File: config.mk
export PLATFORM = sky130hd
export DESIGN_NAME = uart_tx_fifo_param
export DESIGN_NICKNAME = d
export VERILOG_FILES = /design/src/rtl/uart_pkg.sv /design/src/rtl/uart_tx_fifo.sv /design/src/rtl/uart_tx_fifo_param.sv
export SDC_FILE = /design/constraint.sdc
export NUM_CORES = 1
export LEC_CHECK = 0
export BUFFER_PORTS_ARGS = -buffer_cell sky130_fd_sc_hd__buf_2
export CORE_MARGIN = 2
export CORE_UTILIZATION = 60
export CTS_BUF_LIST = sky130_fd_sc_hd__clkbuf_4 sky130_fd_sc_hd__clkbuf_8 sky130_fd_sc_hd__clkbuf_16
export DETAILED_ROUTE_END_ITERATION = 10
export PLACE_DENSITY = 0.77
export SYNTH_ARGS = -nofsm -noshare
export SYNTH_HDL_FRONTEND = slang
export SYNTH_HIERARCHICAL = 1
export SYNTH_SLANG_ARGS = --single-unit
export TNS_END_PERCENT = 1
File: constraint.sdc
create_clock -name clk -period 8.1 [get_ports clk]
set_input_delay 1.62 -clock clk [delete_from_list [all_inputs] [get_ports clk]]
set_output_delay 1.62 -clock clk [all_outputs]
set_load 0.01 [all_outputs]
File: src/rtl/uart_pkg.sv
// uart_pkg: shared types and constants for the UART transmitter slice.
package uart_pkg;

  typedef enum logic [2:0] {
    IDLE,
    START,
    DATA,
    PAR,
    STOP
  } state_t;

  localparam logic [1:0] PAR_NONE = 2'b00;
  localparam logic [1:0] PAR_EVEN = 2'b01;
  localparam logic [1:0] PAR_ODD  = 2'b10;

  localparam int DATA_W_MIN = 5;
  localparam int DATA_W_MAX = 9;

endpackage

File: src/rtl/uart_tx_fifo.sv
// uart_tx_fifo: TX word buffer. With UART_TX_FIFO_EN defined it is a DEPTH-entry
// synchronous FIFO; otherwise a single holding register (full = ~empty).
module uart_tx_fifo
  import uart_pkg::*;
#(
  parameter int W     = 8,
  parameter int DEPTH = 8
) (
  input  logic                     clk,
  input  logic                     rst,
  input  logic                     push,
  input  logic                     pop,
  input  logic [W-1:0]             din,
  output logic [W-1:0]             dout,
  output logic                     full,
  output logic                     empty,
  output logic [$clog2(DEPTH):0]   level
);

`ifdef UART_TX_FIFO_EN
  localparam int AW = $clog2(DEPTH);

  logic [W-1:0] mem [DEPTH];
  logic [AW:0]  wp, rp;
  logic         do_push, do_pop;

  always_comb begin
    do_push = push && !full;
    do_pop  = pop && !empty;
    level   = wp - rp;
    empty   = (wp == rp);
    full    = (level == (AW+1)'(DEPTH));
    dout    = mem[rp[AW-1:0]];
  end

  always_ff @(posedge clk) begin
    if (do_push) mem[wp[AW-1:0]] <= din;
  end

  always_ff @(posedge clk or negedge rst) begin
    if (!rst) begin
      wp <= '0;
      rp <= '0;
    end else begin
      if (do_push) wp <= wp + (AW+1)'(1);
      if (do_pop)  rp <= rp + (AW+1)'(1);
    end
  end
`else
  logic         vld;
  logic [W-1:0] hold;

  always_comb begin
    full  = vld;
    empty = !vld;
    level = ($clog2(DEPTH)+1)'(vld);
    dout  = hold;
  end

  // Push is refused while occupied, so a same-cycle pop simply empties the slot.
  always_ff @(posedge clk or negedge rst) begin
    if (!rst) begin
      vld  <= 1'b0;
      hold <= '0;
    end else if (push && !vld) begin
      vld  <= 1'b1;
      hold <= din;
    end else if (pop && vld) begin
      vld  <= 1'b0;
    end
  end
`endif

endmodule

File: src/rtl/uart_tx_fifo_param.sv
// uart_tx_fifo_param: buffered UART transmitter, LSB-first, optional parity, 1/2 stop bits.
// Define UART_TX_FIFO_EN for a FIFO_DEPTH-entry buffer; otherwise a single holding register.
module uart_tx_fifo_param
  import uart_pkg::*;
#(
  parameter int DATA_W     = 8,
  parameter int BAUD_W     = 20,
  parameter int FIFO_DEPTH = 8
) (
  input  logic                          clk,
  input  logic                          rst,
  input  logic                          sel,
  input  logic                          set,
  input  logic [DATA_W-1:0]             din,
  input  logic [BAUD_W-1:0]             baud,
  input  logic [1:0]                    parity,
  input  logic                          stop2,
  output logic                          full,
  output logic                          empty,
  output logic [$clog2(FIFO_DEPTH):0]   level,
  output logic                          tx_en,
  output logic                          tx_out
);

  localparam int BIW = $clog2(DATA_W);

  if (DATA_W < DATA_W_MIN || DATA_W > DATA_W_MAX) begin : g_bad_width
    $error("uart_tx_fifo_param: DATA_W out of range");
  end

  state_t            state;
  logic [DATA_W-1:0] head, shreg;
  logic [BAUD_W-1:0] cnt, reload, reload_q;
  logic [1:0]        par_q;
  logic [BIW-1:0]    bit_idx;
  logic              par_bit, stop2_q, stop_idx, bit_done, pop;

  uart_tx_fifo #(
    .W     (DATA_W),
    .DEPTH (FIFO_DEPTH)
  ) u_fifo (
    .clk   (clk),
    .rst   (rst),
    .push  (set),
    .pop   (pop),
    .din   (din),
    .dout  (head),
    .full  (full),
    .empty (empty),
    .level (level)
  );

  // Launch from IDLE, or from the final stop-bit clock so frames run back-to-back.
  always_comb begin
    reload   = (baud == '0) ? '0 : baud - BAUD_W'(1);
    bit_done = (cnt == '0);
    pop      = sel && !empty &&
               (state == IDLE || (state == STOP && bit_done && stop_idx == stop2_q));
  end

  always_ff @(posedge clk or negedge rst) begin
    if (!rst) begin
      state    <= IDLE;
      tx_out   <= 1'b1;
      tx_en    <= 1'b0;
      shreg    <= '0;
      cnt      <= '0;
      reload_q <= '0;
      par_q    <= PAR_NONE;
      par_bit  <= 1'b0;
      stop2_q  <= 1'b0;
      stop_idx <= 1'b0;
      bit_idx  <= '0;
    end else if (pop) begin
      state    <= START;
      tx_out   <= 1'b0;
      tx_en    <= 1'b1;
      shreg    <= head;
      par_bit  <= ^head;
      cnt      <= reload;
      reload_q <= reload;
      par_q    <= (parity == PAR_EVEN || parity == PAR_ODD) ? parity : PAR_NONE;
      stop2_q  <= stop2;
      stop_idx <= 1'b0;
      bit_idx  <= '0;
    end else begin
      case (state)
        IDLE: begin
          tx_out <= 1'b1;
          tx_en  <= 1'b0;
        end
        START: begin
          if (bit_done) begin
            state  <= DATA;
            tx_out <= shreg[0];
            cnt    <= reload_q;
          end else cnt <= cnt - BAUD_W'(1);
        end
        DATA: begin
          if (bit_done) begin
            cnt <= reload_q;
            if (bit_idx == BIW'(DATA_W-1)) begin
              if (par_q != PAR_NONE) begin
                state  <= PAR;
                tx_out <= (par_q == PAR_ODD) ? ~par_bit : par_bit;
              end else begin
                state  <= STOP;
                tx_out <= 1'b1;
              end
            end else begin
              bit_idx <= bit_idx + BIW'(1);
              shreg   <= shreg >> 1;
              tx_out  <= shreg[1];
            end
          end else cnt <= cnt - BAUD_W'(1);
        end
        PAR: begin
          if (bit_done) begin
            state  <= STOP;
            tx_out <= 1'b1;
            cnt    <= reload_q;
          end else cnt <= cnt - BAUD_W'(1);
        end
        STOP: begin
          if (bit_done) begin
            if (stop_idx == stop2_q) begin
              state  <= IDLE;
              tx_en  <= 1'b0;
              tx_out <= 1'b1;
            end else begin
              stop_idx <= 1'b1;
              cnt      <= reload_q;
            end
          end else cnt <= cnt - BAUD_W'(1);
        end
        default: state <= IDLE;
      endcase
    end
  end

endmodule

==> summary.md <==
The flow ran to the end, and the final reports show no timing, DRC or antenna violations. The count of final setup violators was 0. Entering global routing, the biggest net connects 71 pins. The met1 routing resource usage after global routing was 0.351. In this run the deepest clock path goes through 2 buffers.

The effective utilization at floorplan is 0.624, and the met3 track demand over resource is 0.0494. The total of cells resized after clock tree synthesis is 0, and the peak supply drop is 195 µV. Yosys printed 6 warnings. In this run the vertical extent of the chip is 88.6 µm. Buffers inserted to repair hold after CTS numbered 0. TritonCTS built the clock tree. In this run the static leakage power is 0.00213 µW.

The logs give 0.482 for the routing usage on met2 and 0.841 for the routability congestion estimate from global placement. For this run, the top clock speed supported by timing is 0.244 GHz. The final layout contains routed wiring with a total length of 10.3 mm.

The utilization of the core after routing came out at 0.684. Hold timing on the final database bottoms out at a slack of 0.469 ns. CTS saw 70 sinks. For the row count, the log shows 30. The tools report the number of different library cells in the post-synthesis netlist as 63. The global router's overall resource usage was 0.283. Max-cap violations in this run came to 0. The sum of negative setup slack was 0 ns; the slew at the pin closest to its max-slew limit was 1.11 ns. Compared with the post-synthesis result, the final layout area differs by 9.57%.

The share of cells above drive strength 1 was 0.168. The switching share of total power works out to 0.405. 0 antenna diodes ended up in the layout. Among all flip-flop cells after synthesis, the most frequent one is sky130_fd_sc_hd__dfrtp_1.

The part of the power in registers is 0.405, and the share of async-settable or async-resettable flops after synthesis is 1.00. After detailed routing, the average wire length per cell comes to 16.7 µm. The die is 88.6 µm wide. The tools report the total I/O pin count as 43.

Synthesis inferred 70 register bits. The clock share of power is 0.175, and the endpoint required time on the critical path is 8.36 ns. Insertion delay of the later-clocked pin in the worst-skew pair: 0.34 ns.

Internal power comes to 966 µW. In this run the power spent charging and discharging nets is 656 µW. For the number of global-route vias before repair, the log shows 3,716. The class of the most critical hold timing path is reg -> reg. The launching element type of the critical path was an input pin.

The post-detailed-route via-to-cell ratio is 6.01. The endpoint class of the critical path is a flop. Counting flops with a built-in enable in the synthesized netlist gives 0.

The tools report the number of antenna violations at the first check in global routing as 0. In the routed design, unresolved DRC markers number 0. In this run, the number of DRC markers left after iteration 0 of detailed routing was 239. The total overflow left after global routing is 0. The hold violation total from the final report is 0.

The routed via count came out at 3,719. Traced cell by cell, the critical path runs through buf_2, or4b_2, nand2b_1, o31a_1, buf_4, clkinv_4, o21ai_2, o221a_2, a21oi_1. Data arrives at the worst endpoint at 4.36 ns. After legalization and detailed placement, the total HPWL measured 7.35 mm. Setup repair after global routing left no endpoint under its margin. The share of synthesized area occupied by flip-flops and latches is 0.409, and the iteration count of the initial detailed-routing pass is 5.

Synthesis produced 486 cells. The post-CTS setup-driven buffer insertion count is 0. Clock tree synthesis inserted a total of 9 buffers.

The count of nets after finishing was 558; the combinational power share was 0.419. The post-CTS clock slew at the launch and capture registers of the worst setup and hold paths is 0.08 ns. The most used routing layer was met2.

Once detail routing completed, the nets flagged for antenna violations numbered 0. The critical path is of the in -> reg type. The routed design could run at a clock period as short as 4.10 ns.

The overall power after layout was 1620 µW; the number of slew-limit violations in the final report was 0. For the H-tree depth reported by CTS, the log shows 3. The area of the mapped netlist is 4290 µm², and the peak fanout along the critical path is 35. The die covers 7840 µm². The standard cell core area is 6870 µm². The slowest stage of the critical path is the sky130_fd_sc_hd__or4b_2 cell. For this design the ratio of total power to cell area is 345 nW/µm². The tools report the final setup skew as 0.0107 ns.

The relative max-transition margin was 0.256; the final cycle utilization of the critical path was 0.506. The first-pass GRT wire length was 17.0 mm; the delay contributed by the slowest stage of the critical path was 0.67 ns. The master cell of the clock root buffer was sky130_fd_sc_hd__clkbuf_8. After synthesis, the mean cell area works out to 8.83 µm².

The total of buffers placed on input and output ports is 39.
[cells in the mapped netlist, drive strengths merged (2+ instances only)]
cell type / instances / area share
nand2b: 5 / 0.0073
or4b: 2 / 0.0047
a21oi: 21 / 0.025
nor2: 42 / 0.039
nand3b: 4 / 0.0070
o22a: 2 / 0.0041
a211o: 2 / 0.0041
nand4: 9 / 0.013
nand3: 7 / 0.0082
ha: 5 / 0.015
nor4: 7 / 0.012
clkbuf: 11 / 0.0096
or3: 2 / 0.0029
a221o: 2 / 0.0047
nand2: 88 / 0.077
o31ai: 3 / 0.0053
a21o: 7 / 0.012
nor3b: 3 / 0.0053
a31oi: 10 / 0.015
nor3: 16 / 0.021
xor2: 12 / 0.025
xnor2: 24 / 0.049
o211ai: 4 / 0.0070
and3: 6 / 0.0088
mux2: 8 / 0.028
o21ai: 38 / 0.046
a22o: 2 / 0.0041
a211oi: 4 / 0.0082
or4: 8 / 0.015
a31o: 2 / 0.0041
nor2b: 4 / 0.0058
a221oi: 2 / 0.0041
buf: 17 / 0.030
inv: 11 / 0.0096
dfrtp: 69 / 0.40
a32oi: 2 / 0.0041
mux2i: 11 / 0.026
[cells in the final DEF (no fill, tap or decap), types with 3 or more instances in the layout]
cell type,netlist,layout
sky130_fd_sc_hd__mux2_4,8,8
sky130_fd_sc_hd__a31oi_1,10,10
sky130_fd_sc_hd__nand2_1,88,88
sky130_fd_sc_hd__nand2b_1,5,5
sky130_fd_sc_hd__dfrtp_1,69,69
sky130_fd_sc_hd__nand4_1,9,9
sky130_fd_sc_hd__o21ai_0,33,33
sky130_fd_sc_hd__nor4_1,6,6
sky130_fd_sc_hd__o21ai_1,3,3
sky130_fd_sc_hd__nand3_1,7,7
sky130_fd_sc_hd__a21oi_1,21,21
sky130_fd_sc_hd__xnor2_1,24,24
sky130_fd_sc_hd__nand3b_1,4,4
sky130_fd_sc_hd__nor3b_1,3,3
sky130_fd_sc_hd__a21o_1,7,7
sky130_fd_sc_hd__and3_1,6,6
sky130_fd_sc_hd__buf_2,5,39
sky130_fd_sc_hd__clkbuf_8,0,10
sky130_fd_sc_hd__mux2i_1,11,11
sky130_fd_sc_hd__buf_4,6,8
sky130_fd_sc_hd__ha_1,5,5
sky130_fd_sc_hd__inv_1,11,11
sky130_fd_sc_hd__o31ai_1,3,3
sky130_fd_sc_hd__o211ai_1,4,4
sky130_fd_sc_hd__nor2b_1,4,4
sky130_fd_sc_hd__a211oi_1,3,3
sky130_fd_sc_hd__nor3_1,14,14
sky130_fd_sc_hd__nor2_1,40,40
sky130_fd_sc_hd__xor2_1,12,12
sky130_fd_sc_hd__conb_1,1,3
sky130_fd_sc_hd__clkinv_2,0,3
sky130_fd_sc_hd__or4_1,7,7
[path summary, 6_finish.rpt]
| kind | start | to | slack (ns) | cells after the start |
|---|---|---|---|---|
| worst max register to register | state[0] | cnt[1] | 4.77 | 8 |
| worst min register to register | tx_out | tx_out | 0.47 | 2 |
| max in group asynchronous | rst | cnt[18] | 6.04 | 2 |
| worst max-delay path | sel | cnt[1] | 4.00 | 9 |
| min in group asynchronous | rst | reload_q[4] | 1.46 | 2 |
| worst min-delay path | tx_out | tx_out | 0.47 | 2 |
[cells by family after synthesis]
| kind of cell | after synthesis | synth area share |
|---|---|---|
| simple gates | 205 | 0.230 |
| compound gates | 110 | 0.167 |
| flops | 70 | 0.409 |
| buf+inv | 40 | 0.0516 |
| xor+xnor | 36 | 0.0735 |
| mux | 19 | 0.0537 |
| fa+ha+maj | 5 | 0.0146 |
| other cells | 1 | 0.000874 |
[sequential cells by signal, indices dropped and copies added (netlist names), 2 cells and up]
signal / cells
u_fifo/dout: 8
state: 3
bit_idx: 3
par_q: 2
shreg: 8
reload_q: 20
cnt: 20
[power groups by stage]
| stage | Combinational (µW) | Clock [µW] | Sequential (µW) |
|---|---|---|---|
| after global placement | 649 | 0 | 652 |
| after global routing | 758 | 302 | 680 |
| after detailed placement | 672 | 0 | 658 |
| final | 680 | 285 | 658 |
| after floorplan | 560 | 0 | 612 |
| after CTS | 678 | 286 | 653 |
[metrics by stage]
stage	instances	setup WS, ns	area [µm²]
after global routing	619	3.87	4700
after detailed placement	603	3.70	4500
final	619	4.00	4700
after floorplan	488	4.40	4300
after CTS	619	4.04	4700
after global placement	603	3.73	4500
[metal layers]
layer | routed length, µm | share of wire
met3 | 684 | 0.066
met4 | 322 | 0.031
met1 | 4330 | 0.42
met2 | 5010 | 0.48
met5 | 0 | 0
[worst max-delay path, delay by kind of cell]
| family | cells | cell delay, ns |
|---|---|---|
| compound gates | 4 | 1.01 |
| buf+inv | 3 | 0.56 |
| simple gates | 2 | 1.15 |
[final cells by class]
cell class              count  area [µm²]
multi-input cells         378        2320
fillers                   560        2170
flip-flops and latches     70        1750
repair buffers             47         255
clock buffers              10         138
well taps                  96         120
clock inverters             6        61.3
inverters                  12        50.0
No activity file was read; power rests on OpenSTA's default activity.
